$ cat src/rtl/overlay_motion_controller.sv
// Moves the overlay sprite one step per debounced key press, applied only during vertical blanking.
// Optional build macro AUTO_MOVE_EN: move every frame, key press toggles a pause flag instead.
module overlay_motion_controller #(
    parameter int H_ACTIVE  = 1920,
    parameter int V_ACTIVE  = 1080,
    parameter int SPRITE_W  = 16,
    parameter int SPRITE_H  = 32,
    parameter int STEP_X    = 10,
    parameter int STEP_Y    = 18,
    parameter int X_INIT    = 300,
    parameter int Y_INIT    = 500,
    parameter int DB_CYCLES = 50000
) (
    input  logic        pixel_clock,
    input  logic        reset_n,
    input  logic [11:0] x_counter,
    input  logic [11:0] y_counter,
    input  logic        KEY_1,
    output logic        overlay_enable,
    output logic [10:0] x_pos,
    output logic [10:0] y_pos,
    output logic        busy
);

    localparam int              DB_W     = $clog2(DB_CYCLES + 1);
    localparam logic [DB_W-1:0] DB_LAST  = DB_W'(DB_CYCLES - 1);
    localparam logic [11:0]     X_MAX    = 12'(H_ACTIVE - SPRITE_W);
    localparam logic [11:0]     Y_MAX    = 12'(V_ACTIVE - SPRITE_H);
    localparam logic [10:0]     X_MAX11  = 11'(H_ACTIVE - SPRITE_W);
    localparam logic [10:0]     Y_MAX11  = 11'(V_ACTIVE - SPRITE_H);
    localparam logic [11:0]     STEP_X12 = 12'(STEP_X);
    localparam logic [11:0]     STEP_Y12 = 12'(STEP_Y);
    localparam logic [10:0]     STEP_X11 = 11'(STEP_X);
    localparam logic [10:0]     STEP_Y11 = 11'(STEP_Y);
    localparam logic [11:0]     SPR_W12  = 12'(SPRITE_W);
    localparam logic [11:0]     SPR_H12  = 12'(SPRITE_H);
    localparam logic [11:0]     V_LINE   = 12'(V_ACTIVE);
    localparam logic [10:0]     X_RESET  = 11'(X_INIT);
    localparam logic [10:0]     Y_RESET  = 11'(Y_INIT);

    typedef enum logic [1:0] {
        ST_IDLE,
        ST_STEP_X,
        ST_STEP_Y
    } state_t;

    state_t            state;
    state_t            state_next;
    logic              key_meta;
    logic              key_sync;
    logic              key_db;
    logic              key_db_d;
    logic [DB_W-1:0]   db_count;
    logic              press;
    logic              frame_tick;
    logic              go;
    logic              dir_x;
    logic              dir_y;
    logic [11:0]       x_plus;
    logic [11:0]       y_plus;
    logic [10:0]       x_minus;
    logic [10:0]       y_minus;

    // Key path: the debounced level only follows the synchronised key after DB_CYCLES differing cycles.
    always_ff @(posedge pixel_clock or negedge reset_n) begin
        if (!reset_n) begin
            key_meta <= 1'b1;
            key_sync <= 1'b1;
            key_db   <= 1'b1;
            key_db_d <= 1'b1;
            db_count <= '0;
        end else begin
            key_meta <= KEY_1;
            key_sync <= key_meta;
            key_db_d <= key_db;
            if (key_sync == key_db) begin
                db_count <= '0;
            end else if (db_count == DB_LAST) begin
                key_db   <= key_sync;
                db_count <= '0;
            end else begin
                db_count <= db_count + 1'b1;
            end
        end
    end

    assign press      = key_db_d & ~key_db;
    assign frame_tick = (x_counter == 12'd0) && (y_counter == V_LINE);

`ifdef AUTO_MOVE_EN
    logic paused;

    always_ff @(posedge pixel_clock or negedge reset_n) begin
        if (!reset_n) begin
            paused <= 1'b0;
        end else if (press) begin
            paused <= ~paused;
        end
    end

    assign go = frame_tick && !paused;
`else
    logic move_pending;

    // A press landing on the STEP_Y cycle keeps the request alive for the next frame.
    always_ff @(posedge pixel_clock or negedge reset_n) begin
        if (!reset_n) begin
            move_pending <= 1'b0;
        end else if (press) begin
            move_pending <= 1'b1;
        end else if (state == ST_STEP_Y) begin
            move_pending <= 1'b0;
        end
    end

    assign go = frame_tick && move_pending;
`endif

    always_ff @(posedge pixel_clock or negedge reset_n) begin
        if (!reset_n) begin
            state <= ST_IDLE;
        end else begin
            state <= state_next;
        end
    end

    always_comb begin
        state_next = state;
        case (state)
            ST_IDLE:   if (go) state_next = ST_STEP_X;
            ST_STEP_X: state_next = ST_STEP_Y;
            ST_STEP_Y: state_next = ST_IDLE;
            default:   state_next = ST_IDLE;
        endcase
    end

    assign busy    = (state != ST_IDLE);
    assign x_plus  = {1'b0, x_pos} + STEP_X12;
    assign y_plus  = {1'b0, y_pos} + STEP_Y12;
    assign x_minus = x_pos - STEP_X11;
    assign y_minus = y_pos - STEP_Y11;

    // Each axis clamps to the active-area edge and reverses when a step would leave it.
    always_ff @(posedge pixel_clock or negedge reset_n) begin
        if (!reset_n) begin
            x_pos <= X_RESET;
            y_pos <= Y_RESET;
            dir_x <= 1'b1;
            dir_y <= 1'b1;
        end else if (state == ST_STEP_X) begin
            if (dir_x) begin
                if (x_plus > X_MAX) begin
                    x_pos <= X_MAX11;
                    dir_x <= 1'b0;
                end else begin
                    x_pos <= x_plus[10:0];
                end
            end else if (x_pos < STEP_X11) begin
                x_pos <= '0;
                dir_x <= 1'b1;
            end else begin
                x_pos <= x_minus;
            end
        end else if (state == ST_STEP_Y) begin
            if (dir_y) begin
                if (y_plus > Y_MAX) begin
                    y_pos <= Y_MAX11;
                    dir_y <= 1'b0;
                end else begin
                    y_pos <= y_plus[10:0];
                end
            end else if (y_pos < STEP_Y11) begin
                y_pos <= '0;
                dir_y <= 1'b1;
            end else begin
                y_pos <= y_minus;
            end
        end
    end

    always_ff @(posedge pixel_clock or negedge reset_n) begin
        if (!reset_n) begin
            overlay_enable <= 1'b0;
        end else begin
            overlay_enable <= (x_counter >= {1'b0, x_pos}) && (x_counter < {1'b0, x_pos} + SPR_W12) &&
                              (y_counter >= {1'b0, y_pos}) && (y_counter < {1'b0, y_pos} + SPR_H12);
        end
    end

endmodule
$ cat config.mk
export PLATFORM = sky130hd
export DESIGN_NAME = overlay_motion_controller
export DESIGN_NICKNAME = d
export VERILOG_FILES = /design/src/rtl/overlay_motion_controller.sv
export SDC_FILE = /design/constraint.sdc
export NUM_CORES = 1
export LEC_CHECK = 0
export ABC_CLOCK_PERIOD_IN_PS = 2550
export BUFFER_PORTS_ARGS = -buffer_cell sky130_fd_sc_hd__clkbuf_2
export CAP_MARGIN = 20
export CORE_MARGIN = 2
export CORE_UTILIZATION = 36
export CTS_CLUSTER_SIZE = 8
export DETAILED_ROUTE_END_ITERATION = 16
export PLACE_DENSITY_LB_ADDON = 0.12
export SLEW_MARGIN = 20
export SYNTH_ARGS = -nofsm -noshare
export SYNTH_HDL_FRONTEND = slang
export SYNTH_SLANG_ARGS = --single-unit
$ cat constraint.sdc
create_clock -name pixel_clock -period 2.55 [get_ports pixel_clock]
set_input_delay 0 -clock pixel_clock [delete_from_list [all_inputs] [get_ports pixel_clock]]
set_output_delay 0 -clock pixel_clock [all_outputs]
set_load 0.005 [all_outputs]
==> key figures, run 1 <==
Synthesis
  • Mapped Cells: 491
  • Area contributors post-synth: dfrtp_1 18%, ha_1 13%, dfstp_2 10%, xnor2_1 5.7%, o21ai_0 4.2%
  • Synth Area in Simple Gates: 0.211
  • Netlist cell types: 72
  • Mux cell area share after synthesis: 0.00273
  • Adder-Cell Fraction of Synth Area: 0.133
  • Number of synthesized flops with an enable pin: 0
  • Post-Syn Area: 4130 um2
  • Yosys reg bits: 46
  • Synth Area in XOR/XNOR: 0.0761
  • Synth area leader: dfrtp_1
  • Sequential area share after synthesis: 0.284
  • Mean Syn Cell Area: 8.41 um2
  • Fraction of registers with async set/reset: 1.00
  • Most used flip-flop cell after synthesis: dfrtp_1
  • Complex-gate fraction of the synthesized area: 0.228
  • Ys Warns: 0
  • Largest family of logic cells by synthesized area: compound AO/OA/AOI/OAI gates
  • Share of the synthesized area in the top cell type: 0.182
  • Synth top cells by count: 44 x ha_1, 42 x nand2_1, 41 x nor2_1, 35 x o21ai_0
  • Most common cell in the netlist: ha_1

STA
  • Min cycle time layout: 2410 ps
  • Part of the cycle the worst path needs: 0.945
  • Hold Fails Final Rpt: 1
  • Hold_ws: -21.7 ps
  • Max-slew violations: 0
  • Slew Limit Headroom: 0.578
  • Least-Margin Pin Slew: 633 ps
  • Clock skew: 4.63 ps
  • Setup-failing EPs final: 0
  • FMAX: 415 MHz

Finish
  • Fill cells: 1152
  • # diodes: 0
  • Area Growth Syn to Fin: 16.9%
  • Register area: 1170 um2
  • Footprint of the multi-input gates: 2740 um2
  • Layout cell share with drive strength beyond 1: 0.223
  • Nets@finish: 618
  • Layout Cells excl Fill: 691

CTS
  • Clk sinks: 46
  • Reg clk slew, reported paths: 60 ps
  • Clock latency on the worst-skew pair: 280 ps
  • Clk buf depth: 2
  • CTS tree: built
  • Setup bufs post-CTS: 0
  • H-tree depth: 2
  • Root buffer cell: clkbuf_16
  • CTS Buf Count: 5

Power and ir drop
  • Peak VDD IR: 0.244 mV
  • Power per standard cell area: 335 nW/um2
  • Leakage: 1.96 nW

Route
  • Initial DRC Count: 242
  • # DRC: 0
  • WL per Instance: 16.7 um
  • Vias: 3846
  • DRT Pass-1 Iters: 4
  • Final wirelength: 11500 um
  • Antenna Nets Post-Route: 0
  • Via-to-Cell Ratio: 5.57

Die
  • Core Area: 11300 um2
  • Initial Util: 0.365
  • I/O pin count: 51
  • Die Span Y: 111 um
  • Die Width: 111 um
  • Row cnt: 39
  • Die ar.: 12300 um2

Placement
  • IO Port Bufs: 48
  • RePlAce Congestion: 0.885
  • Placed cells: 681
  • Hpwl dp: 8950 um

Setup path
  • Worst path max stage delay: 560 ps
  • Data arrival, critical path: 2600 ps
  • Worst Path Max Fanout: 5
  • Critical path endpoint category: flip-flop
  • Max stage delay cell, worst path: dfstp_2
  • Setup CP Type: flip-flop to flip-flop
  • Sum of buffers and inverters on the critical path: 0
  • Critical path launch point type: flip-flop
  • Crit path max-delay family: simple AND/OR/NAND/NOR gates
  • Critical Path, Cell by Cell: ha_4, and3_4, nand3_1, ha_1, a211o_1, a21oi_2, o221ai_1, nor3_1, o21ai_1, nor4_1
  • Critical path required time: 2740 ps

Flow run
  • Max-cap viol count: 0

GRT
  • Global-route wire length before repair: 19400 um
  • Grt total ovfl: 0
  • Vias in the first global route: 3827
  • Tot GR Track Use: 0.191
  • Largest net degree at the start of global routing: 29
  • Initial antenna violation count: 0

Hold path
  • Hold crit path type: input pin to flip-flop

Run status
  • Failing checks: hold timing
  • Status: finished, violations left
repair_timing:
| action | 4_1_cts | 5_1_grt |
|---|---|---|
| endpoints found under the setup margin | 0 | 1 |
| resized for setup | 0 | 8 |
| hold endpoints to repair | 17 | 0 |
| hold buffers | 2 | 0 |
power by group:
group | internal (mW) | switching (mW)
Sequential | 0.738 | 0.00473
Clock | 0.463 | 0.280
Combinational | 0.0555 | 0.0758
Total | 1.26 | 0.361
logic make-up after synthesis:
| logic type | count (synthesis) |
|---|---|
| flip-flops | 46 |
| AO/OA/AOI/OAI | 133 |
| multiplexers | 1 |
| AND/OR/NAND/NOR | 173 |
| buffers and inverters | 58 |
| adder cells (fa/ha/maj) | 44 |
| XOR/XNOR | 35 |
| other | 1 |
metal layers:
layer	up-vias	share of wire	wire, um	global-route usage
met3	23	0.029	336	0.0284
met2	80	0.48	5480	0.319
met1	1838	0.47	5400	0.253
met5	-	0	0	0
met4	0	0.026	298	0.0675
li1	1905	-	-	-
flip-flops by register name, indices dropped and copies added (netlist names):
name / count
key_meta: 1
state: 2
overlay_enable: 1
key_sync: 1
dir_y: 1
db_count: 16
move_pending: 1
key_db: 1
dir_x: 1
y_pos: 10
x_pos: 10
key_db_d: 1
layout by cell type, fill, tap and decap left out, types with 3 or more instances in the layout:
cell       count
buf_4         24
o21ai_0       34
a211oi_1       4
dfrtp_1       30
clkbuf_16      5
o31ai_1        5
and3_1         7
xor2_1         7
o221ai_1       8
a2111oi_0      3
nand2b_1       8
dfstp_2       16
nand3_1       10
a211o_1        3
nor2b_1        4
a21o_1         6
inv_1         30
a32oi_1        4
a31oi_1        9
a21boi_0       3
nand4_1        8
xnor2_1       26
a22oi_1        3
clkbuf_2      48
nand3_2        3
nor2_1        41
nor4_1         8
nor3_1        23
nand2_1       42
a21oi_1       21
or2_2          3
ha_1          42
worst min-delay path: stages:
cell and delay (ps):
clkbuf_2 90, nand2_1 80, nor3_1 50
area by class of cell:
type / count / area share
clock buffer: 6 / 0.0267
clock inverter: 2 / 0.00778
inverter: 31 / 0.0241
multi-input combinational: 388 / 0.568
sequential: 46 / 0.243
tap: 143 / 0.0371
timing repair buffer: 75 / 0.0936
stage by stage:
stage	util	setup TNS [ps]	total power [mW]	setup slack [ps]	instance area (um2)
2_1_floorplan	-	0	0.817	20.3	4150
3_3_place_gp	0.406	0	0.882	126	4600
3_5_place_dp	0.406	0	0.885	107	4600
4_1_cts	0.423	0	1.65	80.5	4790
5_1_grt	0.426	-0.758	1.71	-0.758	4830
6_report	0.426	0	1.62	141	4830
path summary, 6_finish.rpt:
check	start	endpoint	slack, ps	depth (start not counted)
min reg2reg	key_meta	key_sync	360	0
max	y_pos[5]	overlay_enable	140	10
max reg2reg	y_pos[5]	overlay_enable	140	10
min	y_counter[3]	state[0]	-20	3
max in group asynchronous	reset_n	key_meta	1540	3
min in group asynchronous	reset_n	db_count[4]	260	2
Power figures use the tool's default switching activity.
==> inputs of run 2 (changes only) <==
REMOVE_ABC_BUFFERS = 1   (was unset)
==> run 2 against run 1 <==
  * The run now ends clean
  * Sequential share of layout area up 0.21 points
  * Via count is 1.6% lower
  * Cell count decreased by 0.29%
  * Register-to-register slack gained 30 ps
  * Combinational power barely moved
  * Critical path type unchanged
  * Critical endpoint unchanged
  * Largest power group is now the clock network
==> key figures, run 2 (synthesis results as in run 1) <==
CTS
  • Setup bufs post-CTS: 0
  • Clk buf depth: 2
  • H-tree depth: 2
  • Root buffer cell: clkbuf_16
  • Reg clk slew, reported paths: 60 ps
  • Clock latency on the worst-skew pair: 280 ps
  • Clk sinks: 46
  • CTS tree: built
  • CTS Buf Count: 5

Die
  • Die ar.: 12300 um2
  • Row cnt: 39
  • Die Span Y: 111 um
  • Core Area: 11300 um2
  • Die Width: 111 um
  • Initial Util: 0.365
  • I/O pin count: 51

Finish
  • Most common cell after layout, fill and taps aside: clkbuf_2
  • Top Registers: db_count: 16 flops, x_pos: 10 flops, y_pos: 10 flops
  • Final Core Density: 0.423
  • Layout cell share with drive strength beyond 1: 0.216
  • # diodes: 0
  • Max reg flops: 16
  • Layout Cells excl Fill: 689
  • Nets@finish: 617
  • Area Growth Syn to Fin: 15.9%
  • Design area: 4780 um2
  • Fill cells: 1149
  • Most frequent cells in the layout: 48 x clkbuf_2, 44 x ha_1, 42 x nand2_1
  • Reg with most FFs: db_count

Setup path
  • Data arrival, critical path: 2560 ps
  • Reg2reg end: overlay_enable
  • Worst R2R Path Depth: 10
  • Most frequent CP cell: ha_1
  • Max stage delay cell, worst path: dfstp_2
  • Setup crit start: y_pos[5]
  • Worst path max stage delay: 530 ps
  • Critical path launch point type: flip-flop
  • Critical path endpoint category: flip-flop
  • Critical Path, Cell by Cell: ha_1, and3_1, nand3_1, ha_1, a211o_1, a21oi_2, o221ai_1, nor3_1, o21ai_1, nor4_1
  • CP endpoint: overlay_enable
  • Critical path required time: 2730 ps
  • Setup slack, reg-to-reg: 170 ps
  • Setup CP Type: flip-flop to flip-flop
  • Worst Path Max Fanout: 2
  • R2r startpoint: y_pos[5]

STA
  • Max-slew violations: 0
  • FMAX: 421 MHz
  • Hold Fails Final Rpt: 0
  • RSZ-0062 raised after global routing: false
  • Clock skew: 5.10 ps
  • Min cycle time layout: 2380 ps
  • Setup-failing EPs final: 0
  • Slew Limit Headroom: 0.556
  • Least-Margin Pin Slew: 664 ps
  • Part of the cycle the worst path needs: 0.932
  • Worst Slack Setup Final: 174 ps

GRT
  • Tot GR Track Use: 0.185
  • Grt total ovfl: 0
  • Global-route wire length before repair: 18900 um
  • Initial antenna violation count: 0
  • Largest net degree at the start of global routing: 38
  • Vias in the first global route: 3700

Placement
  • Hpwl dp: 8930 um
  • Dpl ws: 73.5 ps
  • IO Port Bufs: 48
  • Placed cells: 680
  • DP Area: 4580 um2
  • RePlAce Congestion: 0.863

Run status
  • Status: complete, no violations

Route
  • WL per Instance: 16.5 um
  • DRT Pass-1 Iters: 4
  • Final wirelength: 11300 um
  • Initial DRC Count: 252
  • # DRC: 0
  • Antenna Nets Post-Route: 0
  • Vias: 3785
  • Via-to-Cell Ratio: 5.49

Flow run
  • Max-cap viol count: 0

Power and ir drop
  • Tot Pwr: 1.62 mW
  • Peak VDD IR: 0.283 mV
  • Leakage: 1.97 nW
  • Power per standard cell area: 339 nW/um2

Hold path
  • Hold crit path type: input pin to flip-flop
==> run 2: cell count changes in the layout (fill, tap and decap cells not counted) <==
| cell | delta |
|---|---|
| nand3_2 | -1 |
| clkbuf_1 | -1 |
| buf_6 | -1 |
| ha_4 | -2 |
| clkbuf_8 | +1 |
| ha_1 | +2 |
| and3_4 | -1 |
| and4_1 | -1 |
| nand3_1 | +1 |
| and4_4 | +1 |
| clkinvlp_4 | -1 |
| and3_1 | +1 |
==> run 2: worst max-delay path, delay by kind of cell, from the launching register on <==
| kind | cells | cell delay [ps] |
|---|---|---|
| AND/OR/NAND/NOR | 4 | 660 |
| AO/OA/AOI/OAI | 4 | 620 |
| flip-flops | 1 | 530 |
| adder cells (fa/ha/maj) | 2 | 490 |
==> run 2: worst min-delay path by stage <==
stage          cells past startpoint          from  slack [ps]             end
2_1_floorplan                      0       reset_n        -300     db_count[0]
3_3_place_gp                       1       reset_n         -90  overlay_enable
3_5_place_dp                       1       reset_n        -100  overlay_enable
4_1_cts                            3  y_counter[3]          30        state[0]
5_1_grt                            3  y_counter[3]          50        state[0]
6_report                           3  y_counter[3]          30        state[0]
==> run 2: cell type report <==
cell class,count,area (um2),share of cell area
clock buffer,6,139,0.0290
clock inverter,1,30.0,0.00628
inverter,31,116,0.0243
multi-input combinational,388,2710,0.566
sequential,46,1170,0.245
tap,143,179,0.0374
timing repair buffer,74,440,0.0921
==> run 2: metrics by stage <==
step           hold WS (ps)  TNS, ps
2_1_floorplan          -296    -14.4
3_3_place_gp          -91.6        0
3_5_place_dp           -103        0
4_1_cts                31.1        0
5_1_grt                49.4        0
6_report               33.3        0
==> run 2: repair_timing <==
action,CTS,global route
hold endpoints to repair,10,0
setup endpoints to repair,0,1
hold buffers,2,0
resized for setup,0,4
==> run 2: report_power, final <==
part / internal, mW / switching, mW / total, mW
clock network: 0.484 / 0.265 / 0.749
registers: 0.738 / 0.00473 / 0.743
logic: 0.0557 / 0.0753 / 0.131
total: 1.28 / 0.345 / 1.62
==> run 2: routing by layer <==
metal | vias to the layer above | global-route usage | routed length, um
met3 | 12 | 0.0202 | 391
met5 | - | 0 | 0
li1 | 1899 | - | -
met2 | 81 | 0.324 | 5510
met1 | 1793 | 0.250 | 5340
met4 | 0 | 0.0321 | 112
